--- src/rtl/pc_fetch_if.sv ---
// Control-unit / fetch-stage signal bundle for pc_fetch_unit.
// The master side is the control unit and ALU, which produce the control inputs and consume pc.
interface pc_fetch_if #(
    parameter int PC_WIDTH  = 10,
    parameter int CNT_WIDTH = 16
);
    logic                 Jump;
    logic                 JR;
    logic                 JAL;
    logic                 Branch;
    logic                 BranchTaken;
    logic                 HLT;
    logic                 InReq;
    logic                 InAck;
    logic [15:0]          imm;
    logic [25:0]          target;
    logic [31:0]          rs_data;
    logic [PC_WIDTH-1:0]  pc;
    logic [PC_WIDTH-1:0]  link_addr;
    logic                 link_we;
    logic                 stall;
    logic                 halted;
    logic [CNT_WIDTH-1:0] instr_count;

    modport master (
        output Jump, JR, JAL, Branch, BranchTaken, HLT, InReq, InAck, imm, target, rs_data,
        input  pc, link_addr, link_we, stall, halted, instr_count
    );

    modport slave (
        input  Jump, JR, JAL, Branch, BranchTaken, HLT, InReq, InAck, imm, target, rs_data,
        output pc, link_addr, link_we, stall, halted, instr_count
    );
endinterface

--- src/rtl/pc_fetch_unit.sv ---
// Program counter and fetch sequencing: next-PC selection, run/wait/halt state,
// JAL link address, and a saturating retired-instruction counter.
module pc_fetch_unit #(
    parameter int PC_WIDTH  = 10,
    parameter int RESET_PC  = 0,
    parameter int CNT_WIDTH = 16
) (
    input  logic         clock,
    input  logic         reset_n,
    pc_fetch_if.slave    bus
);
    // state    | meaning
    // ST_RUN   | executing one instruction per edge
    // ST_WAIT  | IN instruction waiting for InAck; pc held
    // ST_HALT  | frozen until reset
    typedef enum logic [1:0] {ST_RUN, ST_WAIT, ST_HALT} state_t;

    state_t               state_q, state_d;
    logic [PC_WIDTH-1:0]  pc_q, pc_d, pc_inc;
    logic [CNT_WIDTH-1:0] cnt_q, cnt_d;
    logic [31:0]          br_sum;
    logic                 retire;
    logic                 unused_bits;

    assign pc_inc = pc_q + PC_WIDTH'(1);
    assign br_sum = {{(32-PC_WIDTH){1'b0}}, pc_q} + 32'd1 + {{16{bus.imm[15]}}, bus.imm};

    always_comb begin
        state_d = state_q;
        pc_d    = pc_q;
        retire  = 1'b0;
        case (state_q)
            ST_RUN: begin
                if (bus.HLT) begin
                    state_d = ST_HALT;
                end else if (bus.InReq && !bus.InAck) begin
                    state_d = ST_WAIT;
                end else begin
                    retire = 1'b1;
                    if (bus.Jump && bus.JR)
                        pc_d = bus.rs_data[PC_WIDTH-1:0];
                    else if (bus.Jump)
                        pc_d = bus.target[PC_WIDTH-1:0];
                    else if (bus.Branch && bus.BranchTaken)
                        pc_d = br_sum[PC_WIDTH-1:0];
                    else
                        pc_d = pc_inc;
                end
            end
            ST_WAIT: begin
                if (bus.InAck) begin
                    state_d = ST_RUN;
                    pc_d    = pc_inc;
                    retire  = 1'b1;
                end
            end
            ST_HALT: begin
                state_d = ST_HALT;
            end
            default: begin
                state_d = ST_RUN;
            end
        endcase

        // Counter saturates rather than wrapping so long runs stay monotonic.
        if (retire && (cnt_q != {CNT_WIDTH{1'b1}}))
            cnt_d = cnt_q + CNT_WIDTH'(1);
        else
            cnt_d = cnt_q;
    end

    always_ff @(posedge clock or negedge reset_n) begin
        if (!reset_n) begin
            state_q <= ST_RUN;
            pc_q    <= PC_WIDTH'(RESET_PC);
            cnt_q   <= '0;
        end else begin
            state_q <= state_d;
            pc_q    <= pc_d;
            cnt_q   <= cnt_d;
        end
    end

    assign bus.pc          = pc_q;
    assign bus.link_addr   = pc_inc;
    assign bus.link_we     = bus.JAL & bus.Jump & (state_q == ST_RUN) & ~bus.HLT;
    assign bus.stall       = (state_q == ST_WAIT);
    assign bus.halted      = (state_q == ST_HALT);
    assign bus.instr_count = cnt_q;

    assign unused_bits = ^{bus.rs_data[31:PC_WIDTH], bus.target[25:PC_WIDTH], br_sum[31:PC_WIDTH]};
endmodule

--- src/flat_wrapper.sv ---
// flat-port wrapper written by rule: the top's interface ports become plain ports
module pc_fetch_unit_flat 
#(
    parameter int PC_WIDTH  = 10,
    parameter int RESET_PC  = 0,
    parameter int CNT_WIDTH = 16
)
  (clock, reset_n, bus_Jump, bus_JR, bus_JAL, bus_Branch, bus_BranchTaken, bus_HLT, bus_InReq, bus_InAck, bus_imm, bus_target, bus_rs_data, bus_pc, bus_link_addr, bus_link_we, bus_stall, bus_halted, bus_instr_count);
  pc_fetch_if #(.PC_WIDTH(PC_WIDTH), .CNT_WIDTH(CNT_WIDTH)) bus_i ();
  input  logic clock;
  input  logic reset_n;
  input wire logic [$bits(bus_i.Jump)-1:0] bus_Jump;
  input wire logic [$bits(bus_i.JR)-1:0] bus_JR;
  input wire logic [$bits(bus_i.JAL)-1:0] bus_JAL;
  input wire logic [$bits(bus_i.Branch)-1:0] bus_Branch;
  input wire logic [$bits(bus_i.BranchTaken)-1:0] bus_BranchTaken;
  input wire logic [$bits(bus_i.HLT)-1:0] bus_HLT;
  input wire logic [$bits(bus_i.InReq)-1:0] bus_InReq;
  input wire logic [$bits(bus_i.InAck)-1:0] bus_InAck;
  input wire logic [$bits(bus_i.imm)-1:0] bus_imm;
  input wire logic [$bits(bus_i.target)-1:0] bus_target;
  input wire logic [$bits(bus_i.rs_data)-1:0] bus_rs_data;
  output wire logic [$bits(bus_i.pc)-1:0] bus_pc;
  output wire logic [$bits(bus_i.link_addr)-1:0] bus_link_addr;
  output wire logic [$bits(bus_i.link_we)-1:0] bus_link_we;
  output wire logic [$bits(bus_i.stall)-1:0] bus_stall;
  output wire logic [$bits(bus_i.halted)-1:0] bus_halted;
  output wire logic [$bits(bus_i.instr_count)-1:0] bus_instr_count;
  assign bus_i.Jump = bus_Jump;
  assign bus_i.JR = bus_JR;
  assign bus_i.JAL = bus_JAL;
  assign bus_i.Branch = bus_Branch;
  assign bus_i.BranchTaken = bus_BranchTaken;
  assign bus_i.HLT = bus_HLT;
  assign bus_i.InReq = bus_InReq;
  assign bus_i.InAck = bus_InAck;
  assign bus_i.imm = bus_imm;
  assign bus_i.target = bus_target;
  assign bus_i.rs_data = bus_rs_data;
  assign bus_pc = bus_i.pc;
  assign bus_link_addr = bus_i.link_addr;
  assign bus_link_we = bus_i.link_we;
  assign bus_stall = bus_i.stall;
  assign bus_halted = bus_i.halted;
  assign bus_instr_count = bus_i.instr_count;
  pc_fetch_unit #(.PC_WIDTH(PC_WIDTH), .RESET_PC(RESET_PC), .CNT_WIDTH(CNT_WIDTH)) u_core (.clock(clock), .reset_n(reset_n), .bus(bus_i));
endmodule
--- config.mk ---
export PLATFORM = sky130hd
export DESIGN_NAME = pc_fetch_unit_flat
export DESIGN_NICKNAME = d
export VERILOG_FILES = /design/src/rtl/pc_fetch_if.sv /design/src/rtl/pc_fetch_unit.sv /design/src/flat_wrapper.sv
export SDC_FILE = /design/constraint.sdc
export NUM_CORES = 1
export LEC_CHECK = 0
export ABC_AREA = 0
export CAP_MARGIN = 0
export CORE_MARGIN = 5
export CORE_UTILIZATION = 40
export DETAILED_ROUTE_END_ITERATION = 8
export MAX_ROUTING_LAYER = met4
export PLACE_DENSITY = 0.81
export SLEW_MARGIN = 20
export SYNTH_ARGS = -nofsm -noshare
export SYNTH_HDL_FRONTEND = slang
export SYNTH_SLANG_ARGS = --single-unit
--- constraint.sdc ---
create_clock -name clock -period 3 [get_ports clock]
set_input_delay 0.6 -clock clock [delete_from_list [all_inputs] [get_ports clock]]
set_output_delay 0.6 -clock clock [all_outputs]
set_load 0.02 [all_outputs]
==> metrics.txt, run 1 <==
crit end category=primary output; Slew headroom=62.4%; status=complete, no violations; post-route ant nets=0; fin util=56.7%; Max Fclk=354 MHz; total of cells resized after clock tree synthesis=0; Post-Syn Instances=267; worst vdd ir=0.228 mV; initial antenna violation count=0; 1st-iter DRT viols=273; Setup WS post-layout=178 ps; sequential area share after synthesis=29.4%; Worst Tran Pin Value=549 ps; Async SR Flop Fraction=100%; largest area contributor in the netlist=dfrtp_1; Synth cell types=69; Hold/Removal Path Class=reg -> reg; largest net degree at the start of global routing=29; Tcrit/Tclk final=94.1%; TritonCTS clock tree=yes; Die ar.=0.00761 mm^2; Critical Path AT=2220 ps; Flop pwr share=41.1%; synthesis-stage register bit count=28; via count=2,437; Int Pwr=694 uW; DR vias/cell=5.79; crit path kind=reg -> out; layout cells sized above 1=10.4%; Post-synth EDFFs=0; Final Critical Period=2820 ps; I/O Buffers=78; Area Overhead vs Synth=38.8%; Setup TNS=0 ps; Mapped Area=0.00239 mm^2; clk_lat worst skew=280 ps; CTS Root Buffer Type=clkbuf_8; gr usage total=19.1%; Leak Pwr=0.00146 uW; post-DP HPWL=5520 um; remaining routing DRC violations=0; final hold vios=0; routability cong.=0.857; Die W=87.3 um; CP Launch Type=register; ranking of synthesized cells by area=dfrtp_1, ha_1, xor2_1; Ys Warns=0; I/O pin cnt=123; top cells by count, synth=dfrtp_1, nor2_1, nand2_1, o21ai_0, xor2_1; Switching Power=352 uW; Clock Pin Slew Worst Setup and Hold Paths=90 ps; # hold bufs at CTS=0; first-pass GRT wire length=11,400 um; pre-CTS setup slack=25.5 ps; final setup violation count=0; diode count=0; max cap viols=0; RSZ-0062 raised after global routing=false; Final Max Tran Viols=0; Hold Slack=508 ps; vias in the first global route=2,325; initial core utilization=40.8%; site row count=28; Bufs on Longest Clock Path=2; Clock power frac=22.7%; Main synth FF type=dfrtp_1; htree depth=1; Comb pwr share=36.2%; Worst EP required=2400 ps; Die Y=87.3 um; clk sinks=28; Total Wirelength=6950 um; nets@finish=443; Avg Cell Area, Syn=8.94 um^2; drt pass-1 iters=5; Synth top area share=29.4%; post-CTS setup buffers=0; Final Skew=3.31 ps; WL per Instance=16.5 um; sw frac=33.6%; post-synth net total=363; Core ar.=0.00585 mm^2; cts bufs inserted=3; most frequent cell after synthesis=dfrtp_1; power per cell area=315 mW/mm^2; GRT overflow=0; worst-path fanout max=9
[final cells by class]
| cell class | instances | area, um^2 |
|---|---|---|
| tap | 75 | 93.8 |
| timing repair buffer | 84 | 826 |
| inverter | 15 | 56.3 |
| multi-input combinational | 215 | 1580 |
| sequential | 28 | 702 |
| clock buffer | 4 | 55.1 |
| fill | 531 | 2540 |
[flip-flops by register name, summed over array words and instances (netlist names)]
name and count:
u_core.state_q 2, u_core.bus.pc 10, u_core.bus.instr_count 16
[path summary, 6_finish.rpt]
| check | start | endpoint | slack, ps | depth (start not counted) |
|---|---|---|---|---|
| hold / removal | u_core.bus.instr_count[15] | u_core.bus.instr_count[15] | 510 | 1 |
| min in group asynchronous | reset_n | u_core.bus.instr_count[15] | 700 | 2 |
| max in group asynchronous | reset_n | u_core.bus.pc[1] | 2010 | 2 |
| setup reg to reg | u_core.bus.pc[0] | u_core.bus.pc[8] | 450 | 9 |
| setup / recovery | u_core.bus.pc[2] | bus_link_addr[7] | 180 | 4 |
| hold reg to reg | u_core.bus.instr_count[15] | u_core.bus.instr_count[15] | 510 | 1 |
[layer usage]
metal	track usage, %	wire length (um)	up-vias
met4	2.51	59	0
met3	4.35	775	7
met1	25.2	2900	1150
met2	30.9	3220	130
li1	-	-	1150
met5	-	0	-
[logic make-up (layout without fill, tap and decap cells)]
group                      Yosys count  count (layout)  synth area share (%)
xor gates and xnor gates            24              24                  8.81
muxes                               13              13                  5.77
AOI/OAI and AO/OA                   67              67                  19.6
DFF                                 28              28                  29.4
adders and majority gates           12              12                  6.60
and+or+nand+nor                     99              99                  25.4
buffers and inverters               24             103                  4.51
[cells in the final DEF (no fill, tap or decap), types with 3 or more instances in the layout]
master | synthesis | final
o221ai_1 | 3 | 3
dfrtp_1 | 28 | 27
mux2_2 | 5 | 5
and4_1 | 3 | 3
nor3_1 | 8 | 8
mux2i_1 | 7 | 7
nand3_1 | 10 | 10
nand4_1 | 7 | 7
nand2_1 | 20 | 20
buf_4 | 3 | 6
xnor2_1 | 9 | 9
a21oi_1 | 14 | 14
inv_1 | 14 | 14
clkdlybuf4s50_1 | 0 | 78
clkbuf_8 | 0 | 4
ha_1 | 11 | 10
xor2_1 | 15 | 15
o21ai_0 | 17 | 17
a211oi_1 | 3 | 3
nor4_1 | 3 | 3
nand2b_1 | 3 | 3
nor2_1 | 23 | 23
[per-stage QoR]
stage               power [uW]  std cells  area, um^2
finish                    1050        421        3310
floorplan                  630        267        2390
global placement           800        417        3260
CTS                       1050        421        3310
detailed placement         811        417        3260
global route              1100        421        3310
[power by group through the flow]
stage	combinational, uW	sequential, uW	clock, uW
after detailed placement	375	436	0
after floorplan	189	441	0
final	378	430	237
after global placement	366	434	0
after CTS	377	428	243
after global routing	414	433	256
[critical path, cell delays in order, from the launching register on]
cell and delay, ps:
dfrtp_1 590, nand3_4 220, or3_1 410, nand2_1 80, clkdlybuf4s50_1 640
(Power assumes the default switching activity.)
==> run 2, diff against run 1 <==
TNS_END_PERCENT = 30   (was default)
==> results of run 2 <==
No change in the layout: final DEF, timing and power equal those of run 1.
==> run 3, diff against run 2 <==
ABC_AREA = 1   (was 0)
CORE_UTILIZATION = 41   (was 40)
PLACE_DENSITY = 0.82   (was 0.81)
==> metrics.txt, run 3 <==
Synth cell types=36; post-synthesis adder-cell area fraction=6.47%; Post-synth EDFFs=0; Setup WS post-layout=249 ps; power per cell area=755 mW/mm^2; GRT overflow=0; Worst EP required=2400 ps; clk sinks=28; Worst Tran Pin Value=472 ps; Main synth FF type=dfrtp_1; # hold bufs at CTS=0; final setup violation count=0; status=complete, no violations; crit end category=primary output; Die Y=87.1 um; Hold/Removal Path Class=reg -> reg; worst-path fanout max=7; Async SR Flop Fraction=100%; Synth Area in XOR/XNOR=8.27%; Leak Pwr=0.00166 uW; largest family of logic cells by synthesized area=simple AND/OR/NAND/NOR gates; routability cong.=0.880; largest net degree at the start of global routing=29; Final Skew=2.92 ps; synthesis-stage register bit count=28; wire length on met2=3220 um; post-route ant nets=0; max reg flops=16; nets@finish=536; TritonCTS clock tree=yes; DR vias/cell=4.99; clk_lat worst skew=270 ps; Crit path max-delay family=buffers and inverters; via count=2,564; Area Overhead vs Synth=37.2%; Synth top area share=28.8%; post-CTS setup buffers=0; I/O Buffers=78; CP bufs+invs=1; Total Wirelength=6770 um; fin util=57.1%; htree depth=1; cts bufs inserted=3; drt pass-1 iters=4; pre-CTS setup slack=403 ps; vias in the first global route=2,640; ranking of synthesized cells by area=dfrtp_1, nand2_1, inv_1; total of cells resized after clock tree synthesis=0; register area=701 um^2; total power=2530 uW; diode count=0; Die ar.=0.00758 mm^2; DR top layer=met4; Final Max Tran Viols=0; Core ar.=0.00585 mm^2; gr usage total=19.0%; top cells by count, synth=nand2_1, inv_1, nor2_1, nand3_1, dfrtp_1; Max Fclk=364 MHz; Tcrit/Tclk final=91.7%; critical path cell sequence=ha_1, nand3_2, nor2_4, nand4_1, nand2_1, clkdlybuf4s50_1; commonest non-fill, non-tap cell in the layout=nand2_1; post-synthesis compound-gate area fraction=8.32%; Final Critical Period=2750 ps; RSZ-0062 raised after global routing=false; first-pass GRT wire length=11,400 um; highest cell delay on the worst timing path=610 ps; remaining routing DRC violations=0; WL met3=500 um; max cap viols=0; CP Launch Type=register; Met1 Wirelength=2960 um; mux share of post-synthesis cell area=0%; Clock Pin Slew Worst Setup and Hold Paths=90 ps; Avg Cell Area, Syn=6.73 um^2; Bufs on Longest Clock Path=2; Critical Path Slowest Stage Cell=clkdlybuf4s50_1; 1st-iter DRT viols=92; Die W=87.1 um; Critical Path AT=2150 ps; initial core utilization=41.6%; I/O pin cnt=123; largest area contributor in the netlist=dfrtp_1; multi-input logic area=0.00150 mm^2; simple-gate portion of the synthesized area=38.6%; Setup TNS=0 ps; Slew headroom=68.5%; most frequent cells in the layout=nand2_1, clkdlybuf4s50_1, inv_1; initial antenna violation count=0; CTS Root Buffer Type=clkbuf_8; Mapped Area=0.00244 mm^2; crit path kind=reg -> out; sequential area share after synthesis=28.8%; layout cells sized above 1=4.78%; site row count=28; Ys Warns=0; Post-Syn Instances=362; Layout fillers=557; WL per Instance=13.2 um; most frequent cell after synthesis=nand2_1; post-synth net total=458; final hold vios=0; worst vdd ir=0.405 mV; Hold Slack=534 ps; post-DP HPWL=5430 um
## run 3: changes by cell type after synthesis, moves of 6 or more
cell | before | now
nand2_1 | 20 | 121
mux2i_1 | 7 | 0
o21ai_0 | 17 | 11
nor2_1 | 23 | 31
nand3_1 | 10 | 30
inv_1 | 14 | 47
## run 3: cell type report
type	instances	share of cell area, %
multi-input combinational	279	44.9
clock inverter	1	0.898
timing repair buffer	80	23.8
tap	75	2.81
clock buffer	3	1.24
sequential	28	21.0
inverter	48	5.39
## run 3: worst reg2reg max path, delay by kind of cell (launching register included)
family                   cells  cell delay [ps]
buffers and inverters        2              220
adder cells (fa/ha/maj)      2              570
flip-flops                   1              450
XOR/XNOR                     1              140
AND/OR/NAND/NOR              9              680
## run 3: per-stage QoR
step | instance area [um^2] | std cells
2_1_floorplan | 2440 | 362
3_3_place_gp | 3270 | 510
3_5_place_dp | 3270 | 510
4_1_cts | 3340 | 514
5_1_grt | 3340 | 514
6_report | 3340 | 514
## run 3: path summary, 6_finish.rpt
path                                            start                    endpoint  slack [ps]  cells after the start
max                                  u_core.bus.pc[1]            bus_link_addr[8]         250                      6
min in group asynchronous                     reset_n  u_core.bus.instr_count[15]         680                      2
max reg2reg                          u_core.bus.pc[0]            u_core.bus.pc[6]         850                     14
max in group asynchronous                     reset_n   u_core.bus.instr_count[9]        2050                      2
min                        u_core.bus.instr_count[14]  u_core.bus.instr_count[14]         530                      1
min reg2reg                u_core.bus.instr_count[14]  u_core.bus.instr_count[14]         530                      1
## run 3: cells by family (layout without fill, tap and decap cells)
logic type                 Yosys count  after routing
DFF                                 28             28
AOI/OAI and AO/OA                   36             36
and+or+nand+nor                    208            208
adders and majority gates           12             12
buffers and inverters               55            132
xor gates and xnor gates            23             23
## run 3: report_power, final
group          internal [uW]  switching, uW
combinational            682            875
sequential               482            194
clock                    179            114
total                   1340           1180
## run 3: layer usage
metal,vias up,track usage [%]
met5,-,-
li1,1309,-
met4,0,4.82
met3,8,2.37
met2,106,33.1
met1,1141,23.2
